## src/rtl/door_input_cond.sv

```systemverilog
// Input conditioning for the door controller.
// Each raw push-button and limit-switch level passes through a 2-flop synchroniser and a
// debouncer. The block then produces single-cycle key press pulses, sensor levels masked by
// fault, and a plausibility fault raised when both limit switches read high.
//
// Optional feature: define DOOR_IN_STUCK_DET_EN to enable stuck-key detection. Without it,
// key_stuck is tied low.
//
// Ports:
//   clk2m          2 MHz clock; all state changes on its rising edge
//   rst            synchronous, active-high reset
//   key_up_raw     raw "open" button (asynchronous, bouncing)
//   key_down_raw   raw "close" button (asynchronous, bouncing)
//   sense_up_raw   raw upper limit switch (asynchronous)
//   sense_down_raw raw lower limit switch (asynchronous)
//   key_up         one-cycle pulse for each accepted "open" press
//   key_down       one-cycle pulse for each accepted "close" press
//   sense_up       debounced upper limit, forced low while sense_fault is high
//   sense_down     debounced lower limit, forced low while sense_fault is high
//   sense_fault    both debounced limit switches are high
//   key_stuck      a key has been held for STUCK_CYCLES (stuck detection only)
module door_input_cond #(
  parameter int unsigned DEB_CYCLES   = 20000,
  parameter int unsigned STUCK_CYCLES = 20000000
) (
  input  logic clk2m,
  input  logic rst,
  input  logic key_up_raw,
  input  logic key_down_raw,
  input  logic sense_up_raw,
  input  logic sense_down_raw,
  output logic key_up,
  output logic key_down,
  output logic sense_up,
  output logic sense_down,
  output logic sense_fault,
  output logic key_stuck
);

  // Channel order: 0 key_up, 1 key_down, 2 sense_up, 3 sense_down
  localparam logic [15:0] DebLast = 16'(DEB_CYCLES - 1);

  if (DEB_CYCLES < 2 || DEB_CYCLES > 65535 || STUCK_CYCLES > 33554431) begin : g_bad_param
    $error("door_input_cond: DEB_CYCLES or STUCK_CYCLES out of range");
  end

  logic [3:0] raw;
  assign raw = {sense_down_raw, sense_up_raw, key_down_raw, key_up_raw};

  // Synchronisers
  logic [3:0] sync1_q, sync2_q;

  always_ff @(posedge clk2m) begin
    if (rst) begin
      sync1_q <= '0;
      sync2_q <= '0;
    end else begin
      sync1_q <= raw;
      sync2_q <= sync1_q;
    end
  end

  // Debouncers: db follows sync only after DEB_CYCLES consecutive disagreeing edges
  logic [3:0]       db_q, db_d;
  logic [3:0][15:0] cnt_q, cnt_d;

  always_comb begin
    db_d  = db_q;
    cnt_d = '0;
    for (int i = 0; i < 4; i++) begin
      if (sync2_q[i] != db_q[i]) begin
        if (cnt_q[i] >= DebLast) begin
          db_d[i] = sync2_q[i];
        end else begin
          cnt_d[i] = cnt_q[i] + 16'd1;
        end
      end
    end
  end

  always_ff @(posedge clk2m) begin
    if (rst) begin
      db_q  <= '0;
      cnt_q <= '0;
    end else begin
      db_q  <= db_d;
      cnt_q <= cnt_d;
    end
  end

  // Stuck-key detection
  logic stuck;

`ifdef DOOR_IN_STUCK_DET_EN
  localparam logic [24:0] StuckMax = 25'(STUCK_CYCLES);

  logic [1:0][24:0] hold_q, hold_d;
  logic             stuck_q, stuck_d;

  always_comb begin
    hold_d = '0;
    for (int i = 0; i < 2; i++) begin
      if (db_q[i]) begin
        hold_d[i] = (hold_q[i] >= StuckMax) ? StuckMax : hold_q[i] + 25'd1;
      end
    end
    // Flag rises on the same edge a counter saturates; drops when the held key's db returns low
    stuck_d = (hold_d[0] == StuckMax) | (hold_d[1] == StuckMax);
  end

  always_ff @(posedge clk2m) begin
    if (rst) begin
      hold_q  <= '0;
      stuck_q <= 1'b0;
    end else begin
      hold_q  <= hold_d;
      stuck_q <= stuck_d;
    end
  end

  assign stuck = stuck_q;
`else
  assign stuck = 1'b0;
`endif

  // Key pulse generation: registered rising edge of db, suppressed while the other key is
  // down or while a key is stuck
  logic [1:0] db_prev_q;
  logic       key_up_q, key_down_q;
  logic       key_up_d, key_down_d;

  always_comb begin
    key_up_d   = db_q[0] & ~db_prev_q[0] & ~db_q[1] & ~stuck;
    key_down_d = db_q[1] & ~db_prev_q[1] & ~db_q[0] & ~stuck;
  end

  always_ff @(posedge clk2m) begin
    if (rst) begin
      db_prev_q  <= '0;
      key_up_q   <= 1'b0;
      key_down_q <= 1'b0;
    end else begin
      db_prev_q  <= db_q[1:0];
      key_up_q   <= key_up_d;
      key_down_q <= key_down_d;
    end
  end

  // Outputs depend on registered state only
  assign key_up      = key_up_q;
  assign key_down    = key_down_q;
  assign key_stuck   = stuck;
  assign sense_fault = db_q[2] & db_q[3];
  assign sense_up    = db_q[2] & ~sense_fault;
  assign sense_down  = db_q[3] & ~sense_fault;

endmodule

```

## config.mk

```make
export PLATFORM = sky130hd
export DESIGN_NAME = door_input_cond
export DESIGN_NICKNAME = d
export VERILOG_FILES = /design/src/rtl/door_input_cond.sv
export SDC_FILE = /design/constraint.sdc
export NUM_CORES = 1
export LEC_CHECK = 0
export ABC_AREA = 1
export BUFFER_PORTS_ARGS = -buffer_cell sky130_fd_sc_hd__buf_2
export CORE_UTILIZATION = 57
export CTS_BUF_LIST = sky130_fd_sc_hd__clkbuf_8
export DETAILED_ROUTE_END_ITERATION = 12
export PLACE_DENSITY_LB_ADDON = 0.05
export SLEW_MARGIN = 30
export SYNTH_ARGS = -nofsm -noshare
export SYNTH_HDL_FRONTEND = slang
export SYNTH_SLANG_ARGS = --single-unit
```

## constraint.sdc

```tcl
create_clock -name clk2m -period 1.59 [get_ports clk2m]
set_input_delay 0.159 -clock clk2m [delete_from_list [all_inputs] [get_ports clk2m]]
set_output_delay 0.159 -clock clk2m [all_outputs]
set_load 0.01 [all_outputs]
```

# ---- Word-level counts from Yosys, hierarchy flattened
# Cells that the tools add are included.
dict set report totals {
  register_bits 80
  input_bits 6
  out_inout_bits 6
  word_cells 49
}
dict set report classes {
  addsub 4
  magnitude_cmp 4
  eq_ne 4
  bitwise 16
  n_reduce_logical 8
}
# op count
set ops {}
lappend ops {{16-bit by 1-bit adder with 16-bit output, second input constant} 4}
lappend ops {{16-bit by 15-bit greater-or-equal comparator with 1-bit output, second input constant} 4}
lappend ops {{3-bit OR reduction} 4}
lappend ops {{1-bit inverter} 9}
lappend ops {{2-bit AND reduction} 4}
lappend ops {{1-bit AND} 7}
lappend ops {{1-bit inequality test} 4}

# ---- Depth between registers and ports, before layout
dict set report logic_depth {
  depth_word 3
  ltp_mapped 9
  ltp_nobuf 9
}

# ---- Worst setup path before layout
# No wires, ideal clock.
dict set report synth_path {
  kind {register -> register}
  startpoint {register cnt_q[32] (netlist bit)}
  endpoint {register cnt_q[36] (netlist bit)}
  setup_time_ps 116
  arrival_ps 1210
  required_ps 1474
  path_slack_ps 264
  path_stages_with_launch 10
  n_path_buf 1
  period_less_slack_ps 1326
  path_cell_list {dfxtp_1 ha_1 nand2_1 nor2_1 nor2_1 nor2_1 nor2_2 nand2_2 buf_6 nor2_1}
}
dict set report synth_between {
  elab_chain_cells 2
  word_cells_on_any_way 3
  cone_classes {add/sub: 1; order compare: 1; reduce/logical: 1}
}
# item line
set synth_lines {}
lappend synth_lines {{from (decl)} 65} ;# logic [3:0][15:0] cnt_q, cnt_d;
lappend synth_lines {{from (signal assigned)} 87} ;# cnt_q <= cnt_d;
lappend synth_lines {{16-bit by 15-bit greater-or-equal comparator with 1-bit output} 72} ;# if (cnt_q[i] >= DebLast) begin
lappend synth_lines {{3-bit OR reduction (no source line)} --}
# Parallel ways exist; a longest one is shown, timed or not.
# A chain may end at the register's enable or synchronous reset.

# ---- Worst setup path after layout
dict set report layout_path {
  startpoint {register cnt_q[32] (netlist bit)}
  endpoint {register cnt_q[42] (netlist bit)}
}
# The elaborated chain is that of the path after synthesis.

==> results.json <==
{
  "worst_ep_arrival_time_ps": 1700,
  "syn_avg_cell_area_um2": 6.84,
  "final.setup_skew_ps": 10.0,
  "syn2layout_area_growth_pct": 9.18,
  "fp.dieH_um": 84.1,
  "cp-start-kind": "flop",
  "hpwlAfterDp_um": 4740,
  "grt_pass1_vias": 2949,
  "seq_power_share_pct": 56.2,
  "routedWlPerCell_um": 10.1,
  "timing.final.ws_setup_ps": 132,
  "run_status": "finished, violations left",
  "timing_worst_setup_path_type": "reg2reg",
  "num_rows": 29,
  "route.final.wire_length_um": 6720,
  "main_combinational_cell_family_by_area_after_synthesis": "simple AND/OR/NAND/NOR gates",
  "globalplace.congestion": 0.812,
  "cts_tree": "built",
  "placement.setup.worst_slack_ps": 84.7,
  "crit_path_start": "cnt_q[32]$_SDFF_PP0_",
  "power.static_leakage_nw": 1.70,
  "distinct_cell_type_count_after_synthesis": 26,
  "drive_above_1_share_pct": 8.66,
  "grt_first_pass_wirelength_um": 12000,
  "detailedRoute.firstIterationViolations": 91,
  "clock_buffer_count_from_cts": 9,
  "area_share_of_the_largest_cell_type_after_synthesis_pct": 41.7,
  "drcViolationCount": 4,
  "path_cells": "ha_1, nand2_1, nor2_1, nand2_1, nor2_2, xnor2_1, nor2_1",
  "max_clock_freq_mhz": 686,
  "placedCellCount": 650,
  "floorplan.die_area_um2": 7080,
  "maximum_level_of_the_cts_h_tree": 3,
  "setup_crit_end_kind": "flop",
  "start_util_pct": 59.8,
  "ffs_w_async_s_r_synth_pct": 0,
  "gr-total-overflow": 0,
  "critical-path-max-stage-delay_ps": 380,
  "worst_setup_path_endpoint": "cnt_q[42]$_SDFF_PP0_",
  "synth_fa_ha_area_share_pct": 1.30,
  "critical_path.slowest_cell": "dfxtp_1",
  "final_cell_count_no_fill": 666,
  "report.final.hold_viol_count": 0,
  "track_usage_pct": 21.0,
  "synth.ff_latch_count": 80,
  "synth-edff-count": 0,
  "clockBufferDepth": 2,
  "post_synth_and_or_nand_nor_area_fraction_pct": 36.3,
  "power.share.clock_pct": 40.7,
  "p_sw_share_pct": 22.4,
  "r2r_end": "cnt_q[42]$_SDFF_PP0_",
  "crit_fanout": 4,
  "netlist.top_cell.by_area": "dfxtp_1",
  "postLayoutCoreUtil_pct": 65.3,
  "pin_count": 12,
  "pwr_density_cell_nw_per_um2": 870,
  "finalSetupViolations": 0,
  "timing.final.max_slew_violations": 0,
  "synth-xor-area-share_pct": 9.11,
  "cts.sinks": 80,
  "yosysWarningCount": 0,
  "grt_start_max_net_pins": 16,
  "die_width_um": 84.1,
  "numPortBuffers": 10,
  "totalPowerFinal_mw": 3.65,
  "irDropWorstVdd_uv": 612,
  "drt_pre_antenna_iters": 9,
  "cts-root-buf": "clkbuf_8",
  "r2r_start": "cnt_q[32]$_SDFF_PP0_",
  "insertedDiodeCount": 0,
  "synth_cells": 562,
  "timing.hold.worst_path_depth": 3,
  "comb_power_share_pct": 3.1,
  "final.period_utilization_pct": 91.7,
  "layout.nets": 595,
  "cellInternalPower_mw": 2.83,
  "r2r_slack_ps": 130,
  "drt-vias-per-instance": 4.84,
  "worst_skew_pair.late_latency_ps": 350,
  "drv.max_cap_violation_count": 0,
  "seq_area_frac_synth_pct": 41.7,
  "fin_crit_period_ps": 1460,
  "failed_checks": "design-rule violations",
  "reg2regPathDepth": 7,
  "dr_total_vias": 3224,
  "synth-main-ff-cell": "dfxtp_1",
  "critPathRequiredTime_ps": 1840,
  "synth.cell_area_um2": 3840,
  "p_sw_mw": 0.817,
  "final_antenna_net_count": 0,
  "area_fraction_in_compound_gates_after_synthesis_pct": 2.18,
  "yosys-mux-area-fraction_pct": 0,
  "hold_crit_path_type": "in2reg",
  "initial_antenna_violation_count": 0,
  "finalSetupTns_ps": 0,
  "placeableCoreArea_um2": 6420,
  "synth_top_cells_by_area": "dfxtp_1 42%, nor2_1 15%, nand2_1 12%, inv_1 7.5%, xor2_1 6.6%",
  "clkSlewWorstSetupHoldPaths_ps": 80
}
-- metrics by stage --
step	cell area (µm²)	hold slack, ps
floorplan	3860	231
global placement	3970	361
detailed placement	3970	371
CTS	4180	10.3
global route	4200	22.5
finish	4200	31.9
-- synthesized netlist by cell type, types with 2 or more instances --
cell	number
nor2_1	149
a21oi_1	8
xor2_1	29
xnor2_1	11
nor4_1	2
inv_2	4
nor2_4	2
nand2_2	5
nand2_1	126
nor3_1	7
buf_6	4
ha_1	4
o21ai_0	6
dfxtp_1	80
nand3_1	20
inv_1	77
nor2_2	8
nand4_1	12
-- layer usage --
layer  GRT usage, %  up-vias  share of wire (%)
li1               -     1739                  -
met1           25.7     1439                 48
met2           35.8       35                 48
met3           3.86       11                2.3
met4           10.2        0                1.9
met5              0        -                  0
-- layout by cell type (no fill, tap or decap), types with 2 or more instances in the layout --
master / count
a21oi_1: 8
buf_2: 10
buf_4: 3
clkbuf_8: 10
clkinv_2: 2
clkinv_4: 2
conb_1: 5
dfxtp_1: 80
ha_1: 4
inv_1: 77
inv_2: 4
nand2_1: 125
nand2_2: 3
nand2_4: 3
nand3_1: 20
nand4_1: 12
nor2_1: 148
nor2_2: 9
nor2_4: 2
nor3_1: 7
nor4_1: 2
o21ai_0: 6
xnor2_1: 11
xor2_1: 29
-- sequential cells by signal, indices dropped and copies added, names as in the netlist --
signal     count
db_q           4
key_up         1
key_down       1
db_prev_q      2
sync1_q        4
cnt_q         64
sync2_q        4
-- timing repair --
item / in CTS / in global routing
hold endpoints to repair: 1 / 0
hold buffers: 1 / 0
endpoints found under the setup margin: 0 / 41
buffers inserted: 0 / 0
resized for setup: 0 / 5
-- cell families (layout without fill, tap and decap cells) --
kind of cell	Yosys count	after routing
xor gates and xnor gates	40	40
and+or+nand+nor	334	334
adders and majority gates	4	4
other	1	5
buffers and inverters	87	110
AOI/OAI and AO/OA	16	16
DFF	80	80
-- power groups by stage --
stage / logic [mW] / clock network, mW / registers, mW
finish: 0.115 / 1.48 / 2.05
global route: 0.133 / 1.62 / 2.06
CTS: 0.113 / 1.53 / 2.05
detailed placement: 0.111 / 0 / 2.10
global placement: 0.109 / 0 / 2.10
floorplan: 0.0901 / 0 / 2.09
-- worst max-delay path, delay by kind of cell (launching register included) --
kind	cells	cell delay, ps
AND/OR/NAND/NOR	5	650
flip-flops	1	380
adder cells (fa/ha/maj)	1	200
XOR/XNOR	1	140
-- layout make-up --
| class | instances | area, µm² |
|---|---|---|
| inverters | 81 | 304 |
| well taps | 77 | 96.3 |
| repair buffers | 14 | 82.6 |
| clock buffers | 10 | 138 |
| fillers | 576 | 2230 |
| clock inverters | 5 | 57.6 |
| multi-input cells | 399 | 1920 |
| flip-flops and latches | 80 | 1600 |
-- worst min path at each step --
stage / startpoint / end / slack [ps]
floorplan: rst / key_down$_SDFF_PP0_ / 230
global placement: key_down_raw / sync1_q[1]$_SDFF_PP0_ / 360
detailed placement: key_down_raw / sync1_q[1]$_SDFF_PP0_ / 370
CTS: sense_down_raw / sync1_q[3]$_SDFF_PP0_ / 10
global route: sense_down_raw / sync1_q[3]$_SDFF_PP0_ / 20
finish: sense_down_raw / sync1_q[3]$_SDFF_PP0_ / 30
No activity file was read; power rests on OpenSTA's default activity.
